--- config.mk ---
export PLATFORM = sky130hd
export DESIGN_NAME = dsp_exec_core
export DESIGN_NICKNAME = d
export VERILOG_FILES = /design/src/rtl/dsp_isa_pkg.sv /design/src/rtl/dsp_acc_alu.sv /design/src/rtl/dsp_exec_core.sv
export SDC_FILE = /design/constraint.sdc
export NUM_CORES = 1
export LEC_CHECK = 0
export ABC_AREA = 0
export BUFFER_PORTS_ARGS = -buffer_cell sky130_fd_sc_hd__buf_2
export CORE_MARGIN = 4
export CORE_UTILIZATION = 30
export DETAILED_ROUTE_END_ITERATION = 12
export MAX_ROUTING_LAYER = met4
export PLACE_DENSITY = 0.49
export SLEW_MARGIN = 15
export SYNTH_ARGS = -nofsm -noshare
export SYNTH_HDL_FRONTEND = slang
export SYNTH_SLANG_ARGS = --single-unit
--- constraint.sdc ---
create_clock -name clk -period 14.9 [get_ports clk]
set_clock_uncertainty 0.15 [all_clocks]
set_input_delay 0.745 -clock clk [delete_from_list [all_inputs] [get_ports clk]]
set_output_delay 0.745 -clock clk [all_outputs]
set_load 0.02 [all_outputs]
--- src/rtl/dsp_isa_pkg.sv ---
// Opcodes, FSM states and instruction-field helpers
// shared by the accumulator DSP sequencer.
package dsp_isa_pkg;

  localparam logic [3:0] OP_NOP  = 4'h0;
  localparam logic [3:0] OP_LDI  = 4'h1;
  localparam logic [3:0] OP_ADDI = 4'h2;
  localparam logic [3:0] OP_SUBI = 4'h3;
  localparam logic [3:0] OP_LDX  = 4'h4;
  localparam logic [3:0] OP_MAC  = 4'h5;
  localparam logic [3:0] OP_ANDI = 4'h6;
  localparam logic [3:0] OP_ORI  = 4'h7;
  localparam logic [3:0] OP_SHL  = 4'h8;
  localparam logic [3:0] OP_SAR  = 4'h9;
  localparam logic [3:0] OP_JMP  = 4'hA;
  localparam logic [3:0] OP_JZ   = 4'hB;
  localparam logic [3:0] OP_JNZ  = 4'hC;
  localparam logic [3:0] OP_ILLD = 4'hD;
  localparam logic [3:0] OP_ILLE = 4'hE;
  localparam logic [3:0] OP_HALT = 4'hF;

  typedef enum logic [1:0] {
    IDLE,
    FETCH,
    EXEC,
    DONE
  } state_t;

  function automatic logic [3:0] opc(input logic [11:0] w);
    return w[11:8];
  endfunction

  function automatic logic [7:0] imm(input logic [11:0] w);
    return w[7:0];
  endfunction

endpackage

--- src/rtl/dsp_acc_alu.sv ---
// Combinational execute unit: one instruction's effect
// on accumulator, X register and branch decision.
module dsp_acc_alu
  import dsp_isa_pkg::*;
#(
  parameter int ACC_W = 16
) (
  input  logic [3:0]       opcode,
  input  logic [7:0]       imm_val,
  input  logic [ACC_W-1:0] acc,
  input  logic [ACC_W-1:0] x,
  output logic [ACC_W-1:0] acc_next,
  output logic [ACC_W-1:0] x_next,
  output logic             take_jump,
  output logic             illegal
);

  logic [ACC_W-1:0] sext;
  logic [ACC_W-1:0] zext;
  logic [ACC_W-1:0] prod;

  assign sext = {{(ACC_W-8){imm_val[7]}}, imm_val};
  assign zext = {{(ACC_W-8){1'b0}}, imm_val};
  // low half of a product is identical for signed and unsigned operands
  assign prod = x * sext;

  always_comb begin
    acc_next  = acc;
    x_next    = x;
    take_jump = 1'b0;
    illegal   = 1'b0;
    case (opcode)
      OP_LDI:  acc_next = sext;
      OP_ADDI: acc_next = acc + sext;
      OP_SUBI: acc_next = acc - sext;
      OP_LDX:  x_next = sext;
      OP_MAC:  acc_next = acc + prod;
      OP_ANDI: acc_next = acc & zext;
      OP_ORI:  acc_next = acc | zext;
      OP_SHL:  acc_next = acc << imm_val[3:0];
      OP_SAR:  acc_next = $signed(acc) >>> imm_val[3:0];
      OP_JMP:  take_jump = 1'b1;
      OP_JZ:   take_jump = (acc == '0);
      OP_JNZ:  take_jump = (acc != '0);
      OP_ILLD: illegal = 1'b1;
      OP_ILLE: illegal = 1'b1;
      default: ;
    endcase
  end

endmodule

--- src/rtl/dsp_exec_core.sv ---
// Program sequencer: fetch/exec FSM, pc, watchdog and
// accumulator registers around dsp_acc_alu.
module dsp_exec_core
  import dsp_isa_pkg::*;
#(
  parameter int ADDR_W    = 8,
  parameter int ACC_W     = 16,
  parameter int FETCH_LAT = 2,
  parameter int MAX_STEPS = 1023
) (
  input  logic              clk,
  input  logic              reset,
  input  logic              start,
  input  logic [11:0]       instr,
  output logic [ADDR_W-1:0] pc,
  output logic [ACC_W-1:0]  accumulator,
  output logic              data_ready,
  output logic              busy,
  output logic              fault
);

  localparam int STEP_W = $clog2(MAX_STEPS + 1);
  localparam int LAT_W  = $clog2(FETCH_LAT + 1);
  localparam logic [LAT_W-1:0]  LAT_LAST = LAT_W'(FETCH_LAT - 1);
  localparam logic [STEP_W-1:0] WD_LAST  = STEP_W'(MAX_STEPS - 1);

  state_t state;
  state_t state_next;

  logic [ACC_W-1:0]  x;
  logic [ACC_W-1:0]  acc_next;
  logic [ACC_W-1:0]  x_next;
  logic [STEP_W-1:0] steps;
  logic [LAT_W-1:0]  lat;
  logic              take_jump;
  logic              illegal;
  logic              is_halt;
  logic              wd_hit;
  logic              exec_go;

  dsp_acc_alu #(.ACC_W(ACC_W)) u_alu (
    .opcode    (opc(instr)),
    .imm_val   (imm(instr)),
    .acc       (accumulator),
    .x         (x),
    .acc_next  (acc_next),
    .x_next    (x_next),
    .take_jump (take_jump),
    .illegal   (illegal)
  );

  assign is_halt    = (opc(instr) == OP_HALT);
  assign wd_hit     = (steps == WD_LAST);
  assign exec_go    = (state == EXEC) && start;
  assign data_ready = (state == DONE);
  assign busy       = (state == FETCH) || (state == EXEC);

  always_comb begin
    state_next = state;
    unique case (state)
      IDLE:
        if (start) state_next = FETCH;
      FETCH:
        if (!start) state_next = IDLE;
        else if (lat == LAT_LAST) state_next = EXEC;
      EXEC:
        if (!start) state_next = IDLE;
        else if (illegal || is_halt || wd_hit) state_next = DONE;
        else state_next = FETCH;
      DONE:
        if (!start) state_next = IDLE;
    endcase
  end

  always_ff @(posedge clk) begin
    if (reset) begin
      state       <= IDLE;
      pc          <= '0;
      accumulator <= '0;
      x           <= '0;
      steps       <= '0;
      lat         <= '0;
      fault       <= 1'b0;
    end else begin
      state <= state_next;
      if (state == IDLE && start) begin
        pc          <= '0;
        accumulator <= '0;
        x           <= '0;
        steps       <= '0;
        lat         <= '0;
        fault       <= 1'b0;
      end
      if (state == FETCH && start)
        lat <= (lat == LAT_LAST) ? '0 : lat + LAT_W'(1);
      if (exec_go) begin
        steps <= steps + STEP_W'(1);
        if (illegal || wd_hit)
          fault <= 1'b1;
        if (!illegal) begin
          accumulator <= acc_next;
          x           <= x_next;
        end
        // HALT and illegal words leave pc on the stopping instruction
        if (!illegal && !is_halt)
          pc <= take_jump ? ADDR_W'(imm(instr)) : pc + ADDR_W'(1);
      end
    end
  end

endmodule

==> results by group <==
Clocking
  – Root buffer cell: clkbuf_16
  – Clock Path Buffers: 2
  – CTS tree: done
  – Clock slew at reported path FFs: 0.08 ns
  – H-tree depth: 2
  – Number of CTS-inserted buffers: 5
  – Worst skew pair latency: 0.31 ns
  – CTS resizes: 0
  – CTS sink cnt: 55
  – Number of hold buffers added after cts: 0
  – Setup Buffers After CTS: 0

Global routing
  – Initial antenna violation count: 0
  – GRT Util Overall: 19.8%
  – Largest net degree at the start of global routing: 67
  – Overflow after GRT: 0
  – Vias in the first global route: 8035
  – First-pass GRT wire length: 47.2 mm

Setup path
  – CP Cell Sequence: buf_2 > buf_4 > nand2_1 > fa_1 > inv_1 > fa_1 > inv_1 > fa_1 > inv_1 > fa_1 > fa_1 > ha_1 > o21a_1 > o31a_1 > o311ai_0 > a21oi_1 > xnor2_1 > o21ai_0 > a221oi_1 > nor3_1
  – Worst r2r path cells: 18
  – Critical path fanouts, max: 66
  – RR Endpoint: accumulator[12]
  – Crit path DAT: 6.25 ns
  – WP data required: 14.93 ns
  – Most used cell, CP: fa_1
  – R2R setup slack: between 9 and 10 ns
  – Max stage delay on crit path: 0.62 ns
  – FF-to-FF Start: x[6]
  – Critical Path End Type: flip-flop
  – Startpoint types: input port
  – Critical path class: input port to flip-flop
  – CP max stage cell: buf_4

Outcome
  – Status: completed

Timing
  – RSZ-0062 raised after global routing: no
  – Final Hold Viols: 0
  – Final setup vio count: 0
  – FMAX: about 160 MHz
  – Crit path time final: 6.22 ns
  – Relative slew slack: between 30 and 40%
  – Worst-margin pin slew: slightly above 1 ns
  – Fin crit share: 41.7%
  – Setup WS post-layout: roughly 8.7 ns
  – Pins over their slew limit: 0
  – Final setup TNS: 0 ns

Logic synthesis
  – Post-synthesis simple-gate area fraction: around 22%
  – Seq/Total Area, Yosys: approximately an eighth
  – Post-synth top flop: dfxtp_1
  – XOR/XNOR share of the synthesized area: 4.38%
  – Syn Area/Cell: 7.69 um2
  – #FFs+latches synth: 55
  – Cell variety after synth: 73
  – Post-synthesis compound-gate area fraction: roughly 20%
  – Share of flip-flops with an asynchronous set or reset: 0%
  – Mapped Nets: 1273
  – Synth Instances: around 1100
  – Ranking of synthesized cells by area: fa_1 (18%), dfxtp_1 (13%), ha_1 (9.2%), a21oi_1 (6.3%), nand2_1 (4.9%)
  – Post-Synth Adder-Cell Area: 27.2%
  – Synth area leader: fa_1
  – Synth warnings: 0
  – Multiplexer share of the synthesized area: 5.88%
  – Synth top area share: 17.7%
  – Number of flops mapped to enable cells by yosys: 0
  – Combinational family with the most area after synthesis: adder cells
  – Area of the mapped netlist: 8600 um2

Layout
  – Register area: 1100 um2
  – Leading cell type in the layout, fill and taps excluded: nand2_1
  – Multi-input gate area: 6860 um2
  – Commonest non-fill, non-tap cells in the layout: nand2_1 (113), a21oi_1 (109), nor2_1 (95), inv_1 (93), fa_1 (76)
  – Fillers: 3037
  – Fraction of layout cells with a size suffix above 1: 7.89%
  – Syn-to-layout area delta: 7.80%
  – Nets: 1268
  – Layout Cells excl Fill: around 1500
  – # diodes: 0

Die
  – Die area: between 30000 and 40000 um2
  – Starting Density: 30.7%
  – # rows: 61
  – Chip height: 177 um
  – Die X: 177 um
  – Core footprint: about 28000 um2
  – I/O pin count: 42

Routing
  – Drt pass-1 iters: 5
  – Total Wirelength: 29.8 mm
  – Antenna Nets Post-Route: 0
  – Vias/cell: 5.42
  – Vias after detailed routing: 8086
  – DR DRC count: 0
  – Initial DRC count: 668
  – Routed len/inst: ~20 um

Pwr
  – PD cells: between 40 and 50 nW/um2
  – VDD IR-drop max: 0.0453 mV
  – Leakage: 0.00387 uW

Min path
  – Hold depth: 2
  – HP Start: lat[1]
  – HP Class: flip-flop to flip-flop
  – Min-Delay Endpoint: lat[1]

Placement
  – Detailed placer's ending HPWL: 22.1 mm
  – RePlAce Congestion: 0.977
  – Post-place setup slack: 8.38 ns
  – Port buffer count: about 40
  – Placed Cells incl. Taps: 1485

Flow run
  – Max cap viols: 0
## cells in the mapped netlist (5+ instances only)
library cell    n
xnor2_1        30
mux4_2          6
nand3_1        31
and3_1          5
nor2_1         95
o21a_1          9
a211oi_1       17
a211o_1         6
mux2i_1        28
ha_1           63
fa_1           76
buf_2          10
o211ai_1        9
nand2b_1       17
o221ai_1        8
xor2_1         13
a21oi_1       109
or3_1           9
a31oi_1        12
clkbuf_1       53
mux2_2          8
nor4_1          5
nor3_1         25
nand2_1       113
nor2b_1        15
and2_1         57
dfxtp_1        55
nand4_1         6
inv_1          93
o22ai_1         6
o21ai_0        56
## metal layers
metal / routed length, um / share of wire [%] / vias up / GRT usage, %
li1: - / - / 3858 / -
met1: 14300 / 48 / 3894 / 28.1
met2: 12600 / 42 / 284 / 29.0
met3: 2240 / 7.5 / 50 / 3.96
met4: 726 / 2.4 / 0 / 4.71
met5: 0 / 0 / - / -
## critical path: cells and delay by family
family                   cells  cell delay, ns
XOR/XNOR                     1            0.22
AND/OR/NAND/NOR              2            0.25
adder cells (fa/ha/maj)      6            2.79
buffers and inverters        5            0.86
AO/OA/AOI/OAI                6            1.37
## kinds of logic after synthesis
group,after synthesis
mux,42
xor+xnor,43
simple gates,394
buf+inv,163
compound gates,280
flops,55
fa+ha+maj,142
## sequential cells by signal, summed over array words and instances (netlist names)
| register | count |
|---|---|
| accumulator | 16 |
| fault | 1 |
| lat | 2 |
| pc | 8 |
| state | 2 |
| steps | 10 |
| x | 16 |
## through the flow
step                      cell area, um2  total power (uW)  hold WS (ns)  utilization (%)
after floorplan                     8600               239         0.272                -
after global placement              9110               271         0.284             32.5
after detailed placement            9110               271         0.287             32.5
after CTS                           9270               408         0.298             33.1
after global routing                9270               428         0.342             33.1
final                               9270               405         0.295             33.1
## layout make-up
class | instances | area share (%)
repair buffers | 57 | 3.51
well taps | 378 | 5.10
clock buffers | 5 | 1.35
inverters | 94 | 3.80
multi-input cells | 901 | 74.0
clock inverters | 3 | 0.364
flip-flops and latches | 55 | 11.9
## power breakdown
group	switching (uW)	total, uW	internal [uW]
sequential	1.95	150	148
combinational	80.2	119	38.9
clock	69.9	135	65.5
total	152	405	253
## worst max path at each step
stage,endpoint,depth (start not counted),slack (ns),from
after floorplan,accumulator[12],23,8.26,instr[0]
after global placement,accumulator[12],20,8.46,instr[0]
after detailed placement,accumulator[12],20,8.38,instr[0]
after CTS,accumulator[12],20,8.69,instr[0]
after global routing,accumulator[12],20,8.24,instr[0]
final,accumulator[12],20,8.68,instr[0]
(Power assumes the default switching activity.)
